File: src/rtl/keypad_pkg.sv
// Shared types and constants for the keypad entry block.
package keypad_pkg;

  localparam int CODE_W = 4;

  // Encoder output when no line is asserted; validity is tracked separately.
  localparam logic [CODE_W-1:0] NO_KEY = '0;

  typedef enum logic [1:0] {
    ST_IDLE,
    ST_PRESS,
    ST_HELD,
    ST_RELEASE
  } kp_state_e;

endpackage

File: src/rtl/keypad_debounce.sv
// Priority encoder plus press/release debounce FSM; emits a one-cycle accept with code.
// Optional auto-repeat while held is enabled by defining KEYPAD_AUTOREPEAT_EN.
module keypad_debounce
  import keypad_pkg::*;
#(
  parameter int N_KEYS          = 10,
  parameter int DEBOUNCE_CYCLES = 7,
  parameter int REPEAT_CYCLES   = 50
) (
  input  logic              i_clk,
  input  logic              i_rst,
  input  logic              i_en,
  input  logic [N_KEYS-1:0] i_keypad,
  output logic              o_accept,
  output logic [CODE_W-1:0] o_code
);

  localparam logic [7:0] DB_LAST = 8'(DEBOUNCE_CYCLES - 1);

  if (DEBOUNCE_CYCLES < 2 || DEBOUNCE_CYCLES > 255) begin : g_bad_db
    $error("keypad_debounce: DEBOUNCE_CYCLES out of range");
  end
  if (REPEAT_CYCLES < 1) begin : g_bad_rpt
    $error("keypad_debounce: REPEAT_CYCLES must be positive");
  end

  kp_state_e         r_state;
  logic [7:0]        r_cnt;
  logic [CODE_W-1:0] r_cand;
  logic [CODE_W-1:0] w_code;
  logic              w_any;
  logic              w_match;
  logic              w_press_acc;

  // Ascending scan so the highest asserted index is the last assignment.
  always_comb begin
    w_code = NO_KEY;
    for (int i = 0; i < N_KEYS; i++) begin
      if (i_keypad[i]) w_code = CODE_W'(i);
    end
  end

  assign w_any       = |i_keypad;
  assign w_match     = w_any && (w_code == r_cand);
  assign w_press_acc = i_en && (r_state == ST_PRESS) && w_match && (r_cnt == DB_LAST);
  assign o_code      = r_cand;

`ifdef KEYPAD_AUTOREPEAT_EN
  localparam int             RPT_W    = $clog2(REPEAT_CYCLES + 1);
  localparam logic [RPT_W-1:0] RPT_LAST = RPT_W'(REPEAT_CYCLES - 1);

  logic [RPT_W-1:0] r_rpt;
  logic             w_rpt_acc;

  assign w_rpt_acc = i_en && (r_state == ST_HELD) && w_match && (r_rpt == RPT_LAST);
  assign o_accept  = w_press_acc || w_rpt_acc;

  always_ff @(posedge i_clk or posedge i_rst) begin
    if (i_rst) begin
      r_rpt <= '0;
    end else if (i_en && (r_state == ST_HELD) && w_match) begin
      r_rpt <= w_rpt_acc ? '0 : r_rpt + RPT_W'(1);
    end else begin
      r_rpt <= '0;
    end
  end
`else
  assign o_accept = w_press_acc;
`endif

  always_ff @(posedge i_clk or posedge i_rst) begin
    if (i_rst) begin
      r_state <= ST_IDLE;
      r_cnt   <= '0;
      r_cand  <= NO_KEY;
    end else if (!i_en) begin
      r_state <= ST_IDLE;
      r_cnt   <= '0;
    end else begin
      case (r_state)
        ST_IDLE: begin
          r_cnt <= '0;
          if (w_any) begin
            r_state <= ST_PRESS;
            r_cand  <= w_code;
          end
        end
        ST_PRESS: begin
          if (!w_match) begin
            r_state <= ST_IDLE;
            r_cnt   <= '0;
          end else if (r_cnt == DB_LAST) begin
            r_state <= ST_HELD;
            r_cnt   <= '0;
          end else begin
            r_cnt <= r_cnt + 8'd1;
          end
        end
        ST_HELD: begin
          r_cnt <= '0;
          if (!w_any) r_state <= ST_RELEASE;
        end
        ST_RELEASE: begin
          // Any line bouncing back, even a different key, returns to HELD without acceptance.
          if (w_any) begin
            r_state <= ST_HELD;
            r_cnt   <= '0;
          end else if (r_cnt == DB_LAST) begin
            r_state <= ST_IDLE;
            r_cnt   <= '0;
          end else begin
            r_cnt <= r_cnt + 8'd1;
          end
        end
        default: begin
          r_state <= ST_IDLE;
          r_cnt   <= '0;
        end
      endcase
    end
  end

endmodule

File: src/rtl/keypad_entry.sv
// Keypad entry: debounced key capture into a BCD shift buffer with load/overflow strobes.
// Optional auto-repeat via KEYPAD_AUTOREPEAT_EN (handled in keypad_debounce).
module keypad_entry
  import keypad_pkg::*;
#(
  parameter int N_KEYS          = 10,
  parameter int DIGITS          = 4,
  parameter int DEBOUNCE_CYCLES = 7,
  parameter int REPEAT_CYCLES   = 50,
  localparam int CNT_W          = $clog2(DIGITS + 1)
) (
  input  logic                  clk,
  input  logic                  clear,
  input  logic                  enablen,
  input  logic [N_KEYS-1:0]     keypad,
  input  logic                  clr_entry,
  output logic [CODE_W-1:0]     D,
  output logic [4*DIGITS-1:0]   digits,
  output logic [CNT_W-1:0]      count,
  output logic                  loadn,
  output logic                  full,
  output logic                  overflow
);

  localparam logic [CNT_W-1:0] CNT_MAX = CNT_W'(DIGITS);

  if (N_KEYS < 2 || N_KEYS > 16) begin : g_bad_nkeys
    $error("keypad_entry: N_KEYS out of range");
  end
  if (DIGITS < 1 || DIGITS > 8) begin : g_bad_digits
    $error("keypad_entry: DIGITS out of range");
  end

  logic [CODE_W-1:0]   r_D;
  logic [4*DIGITS-1:0] r_digits;
  logic [CNT_W-1:0]    r_count;
  logic                r_loadn;
  logic                r_overflow;
  logic                w_accept;
  logic [CODE_W-1:0]   w_code;
  logic                w_full;
  logic [4*DIGITS-1:0] w_shift;

  keypad_debounce #(
    .N_KEYS          (N_KEYS),
    .DEBOUNCE_CYCLES (DEBOUNCE_CYCLES),
    .REPEAT_CYCLES   (REPEAT_CYCLES)
  ) u_debounce (
    .i_clk    (clk),
    .i_rst    (clear),
    .i_en     (!enablen),
    .i_keypad (keypad),
    .o_accept (w_accept),
    .o_code   (w_code)
  );

  if (DIGITS == 1) begin : g_shift1
    assign w_shift = w_code;
  end else begin : g_shiftn
    assign w_shift = {r_digits[4*DIGITS-5:0], w_code};
  end

  assign w_full = (r_count == CNT_MAX);

  always_ff @(posedge clk or posedge clear) begin
    if (clear) begin
      r_D        <= NO_KEY;
      r_digits   <= '0;
      r_count    <= '0;
      r_loadn    <= 1'b1;
      r_overflow <= 1'b0;
    end else begin
      r_loadn    <= 1'b1;
      r_overflow <= 1'b0;
      // A buffer clear discards any key accepted on the same edge.
      if (clr_entry) begin
        r_digits <= '0;
        r_count  <= '0;
      end else if (w_accept) begin
        if (w_full) begin
          r_overflow <= 1'b1;
        end else begin
          r_digits <= w_shift;
          r_count  <= r_count + CNT_W'(1);
          r_D      <= w_code;
          r_loadn  <= 1'b0;
        end
      end
    end
  end

  assign D        = r_D;
  assign digits   = r_digits;
  assign count    = r_count;
  assign loadn    = r_loadn;
  assign full     = w_full;
  assign overflow = r_overflow;

endmodule

File: config.mk
export PLATFORM = sky130hd
export DESIGN_NAME = keypad_entry
export DESIGN_NICKNAME = d
export VERILOG_FILES = /design/src/rtl/keypad_pkg.sv /design/src/rtl/keypad_debounce.sv /design/src/rtl/keypad_entry.sv
export SDC_FILE = /design/constraint.sdc
export NUM_CORES = 1
export LEC_CHECK = 0
export CORE_AREA = 2 2 80 82
export CTS_CLUSTER_SIZE = 25
export DETAILED_ROUTE_END_ITERATION = 6
export DIE_AREA = 0 0 82 84
export SLEW_MARGIN = 5
export SYNTH_ARGS = -nofsm -noshare
export SYNTH_HDL_FRONTEND = slang
export SYNTH_SLANG_ARGS = --single-unit
File: constraint.sdc
create_clock -name clk -period 4.7 [get_ports clk]
set_input_delay 0.94 -clock clk [delete_from_list [all_inputs] [get_ports clk]]
set_output_delay 0.94 -clock clk [all_outputs]
set_load 0.05 [all_outputs]
==> results.ini <==
[cells_and_area]
area_delta_synth_final_pct=28.8
antennaDiodeCount=0
layout_commonest_cell=clkdlybuf4s50_1
fin_area_um2=2630
nets=253
layout_common_cells=39 x clkdlybuf4s50_1, 38 x dfrtp_1, 24 x nand2b_1, 21 x nor2_1, 17 x mux2i_1
fill_cells=592
final_util_pct=43.1
drive_gt1_share_pct=12.3

[clock_network]
clkSinkCount=39
clk_pin_slew_ps=80
root_buffer=clkbuf_8
cts_made_buffers=5
insertion_delay_ps=280
postCtsHoldBufs=0
cts_tree=done
clockBufferDepth=2
postCtsSetupRepairBufs=0
htree_levels=2
post_cts_resized=0

[worst_setup_path]
worstPathCellList=clkdlybuf4s50_1, or4_1, a211o_1, and4_1, o21a_1, nand4_1, buf_4, mux2i_1
arrival_ps=3500
start_kind=input port
required_ps=4910
critPathKind=input port to flip-flop
rr_worst_depth=6
max_stage_delay_ps=550
slowest_stage=or4_1
cp-end-kind=flip-flop
crit_fanout=11

[grt]
grt_max_degree=40
grt_pass1_vias=1482
grt-ovfl-total=0
antenna_found_initial=0
track_usage_pct=12.6
grt_pass1_wl_mm=6.82

[timing]
setup_viol=0
rsz0062_at_grt=false
fin_ws_ps=1410
whs_ps=520
tightest_slew_ps=869
drv_slew=0
period_share_pct=70.0
max_freq_mhz=304
fin_skew_ps=7.00
max_slew_margin_pct=41.5
period_needed_ps=3290
finalSetupTns_ps=0
hold_violations=0

[route]
drc=0
ant_nets=0
vias=1477
dr.pass1.iters=4
first_iter_violations=44
post_drt_wl_per_cell_um=12.2
avgViaCountPerCell=4.72
drt-total-wl_mm=3.83

[placement]
dp_hpwl_mm=2.83
gp_congestion=0.770
io_buffer_count=39
dp_slack_ps=1090
placed_cell_area_um2=2510

[floorplan]
core-area_um2=6100
pin_count=40
initial_core_util_pct=33.5
die_x_um=82
fp.dieArea_um2=6890
die_h_um=84
row_count=29

[power]
max-vdd-ir-drop_mv=0.124
combPwrFrac_pct=9.1
power_density_nw_per_um2=262
p_sw_share_pct=23.1
power_frac_seq_pct=50.9
p_leak_nw=1.21
p_clk_share_pct=40.0
net-switching-power_mw=0.159
intPower_mw=0.530

[synthesis]
yosysWarnings=0
synth_flop_cell=dfrtp_1
ys_seq_area_share_pct=47.9
ys_async_sr_fraction_pct=100
synth_nets=210
avgSynthCellArea_um2=10.6
synth.cell_area_um2=2040
ys_seq_elements=39
yosysUniqueCellTypes=45
syn-instance-count=192
synth_edf_count=0

[min_path]
min_path_cells=1
hp-class=flip-flop to flip-flop

[status]
status=complete, no violations

[run]
maxCapViolations=0

sequential cells by signal, summed over array words and instances, names as in the netlist:
register,count
u_debounce.r_state,2
digits,16
loadn,1
count,3
overflow,1
u_debounce.r_cnt,8
D,4
u_debounce.o_code,4
worst max-delay path, delay by kind of cell:
family / cells / cell delay (ps)
AO/OA/AOI/OAI: 2 / 450
buffers and inverters: 2 / 730
multiplexers: 1 / 210
AND/OR/NAND/NOR: 3 / 1160
power by group through the flow:
| stage | clock network (mW) | logic [mW] | registers, mW |
|---|---|---|---|
| global placement | 0 | 0.0633 | 0.357 |
| CTS | 0.289 | 0.0638 | 0.351 |
| detailed placement | 0 | 0.0636 | 0.358 |
| floorplan | 0 | 0.0399 | 0.354 |
| finish | 0.276 | 0.0624 | 0.351 |
| global route | 0.305 | 0.0702 | 0.353 |
through the flow:
step	instances	power, mW
after global placement	305	0.421
after detailed placement	305	0.421
after CTS	313	0.704
final	313	0.689
after global routing	313	0.728
after floorplan	192	0.394
final timing paths:
check / startpoint / to / slack, ps
max: keypad[1] / digits[12] / 1410
min: D[0] / D[0] / 520
max reg2reg: u_debounce.o_code[0] / digits[12] / 2280
min reg2reg: D[0] / D[0] / 520
max in group asynchronous: clear / loadn / 3280
min in group asynchronous: clear / count[1] / 1070
layout make-up:
type,instances,area [um2],share of cell area [%]
inverters,10,37.5,1.43
flip-flops and latches,39,977,37.2
repair buffers,42,413,15.7
multi-input cells,137,991,37.7
well taps,77,96.3,3.67
clock inverters,3,43.8,1.67
clock buffers,5,68.8,2.62
kinds of logic (layout without fill, tap and decap cells):
group	after synthesis	after routing	synth area share, %
adders and majority gates	4	4	2.45
DFF	39	39	47.9
xor gates and xnor gates	6	6	2.58
AOI/OAI and AO/OA	22	22	8.22
and+or+nand+nor	80	80	21.8
buffers and inverters	16	60	3.50
muxes	25	25	13.5
layer usage:
| metal | up-vias | part of all wire [%] | track usage, % | wire, um |
|---|---|---|---|---|
| li1 | 753 | - | - | - |
| met1 | 693 | 47 | 17.1 | 1790 |
| met2 | 29 | 48 | 19.8 | 1850 |
| met3 | 2 | 4.7 | 2.71 | 179 |
| met4 | 0 | 0.50 | 4.09 | 19 |
| met5 | - | 0 | 0 | 0 |
Yosys cell counts (2+ instances only):
cell type,number,area share (%)
dfrtp_1,38,47
nand2b_1,24,7.4
nor2_1,21,3.9
mux2i_1,17,8.3
inv_1,10,1.8
nand3_1,8,2.0
nand2_1,5,0.92
o21ai_0,5,1.2
xor2_1,5,2.1
a21oi_1,4,0.98
clkbuf_1,4,0.74
ha_1,4,2.5
mux2_2,4,2.2
mux2_4,4,2.9
nor3_1,4,0.98
and3_1,3,0.92
a211o_1,2,0.86
nand3b_1,2,0.74
nor2b_1,2,0.61
No activity file was read; power rests on OpenSTA's default activity.
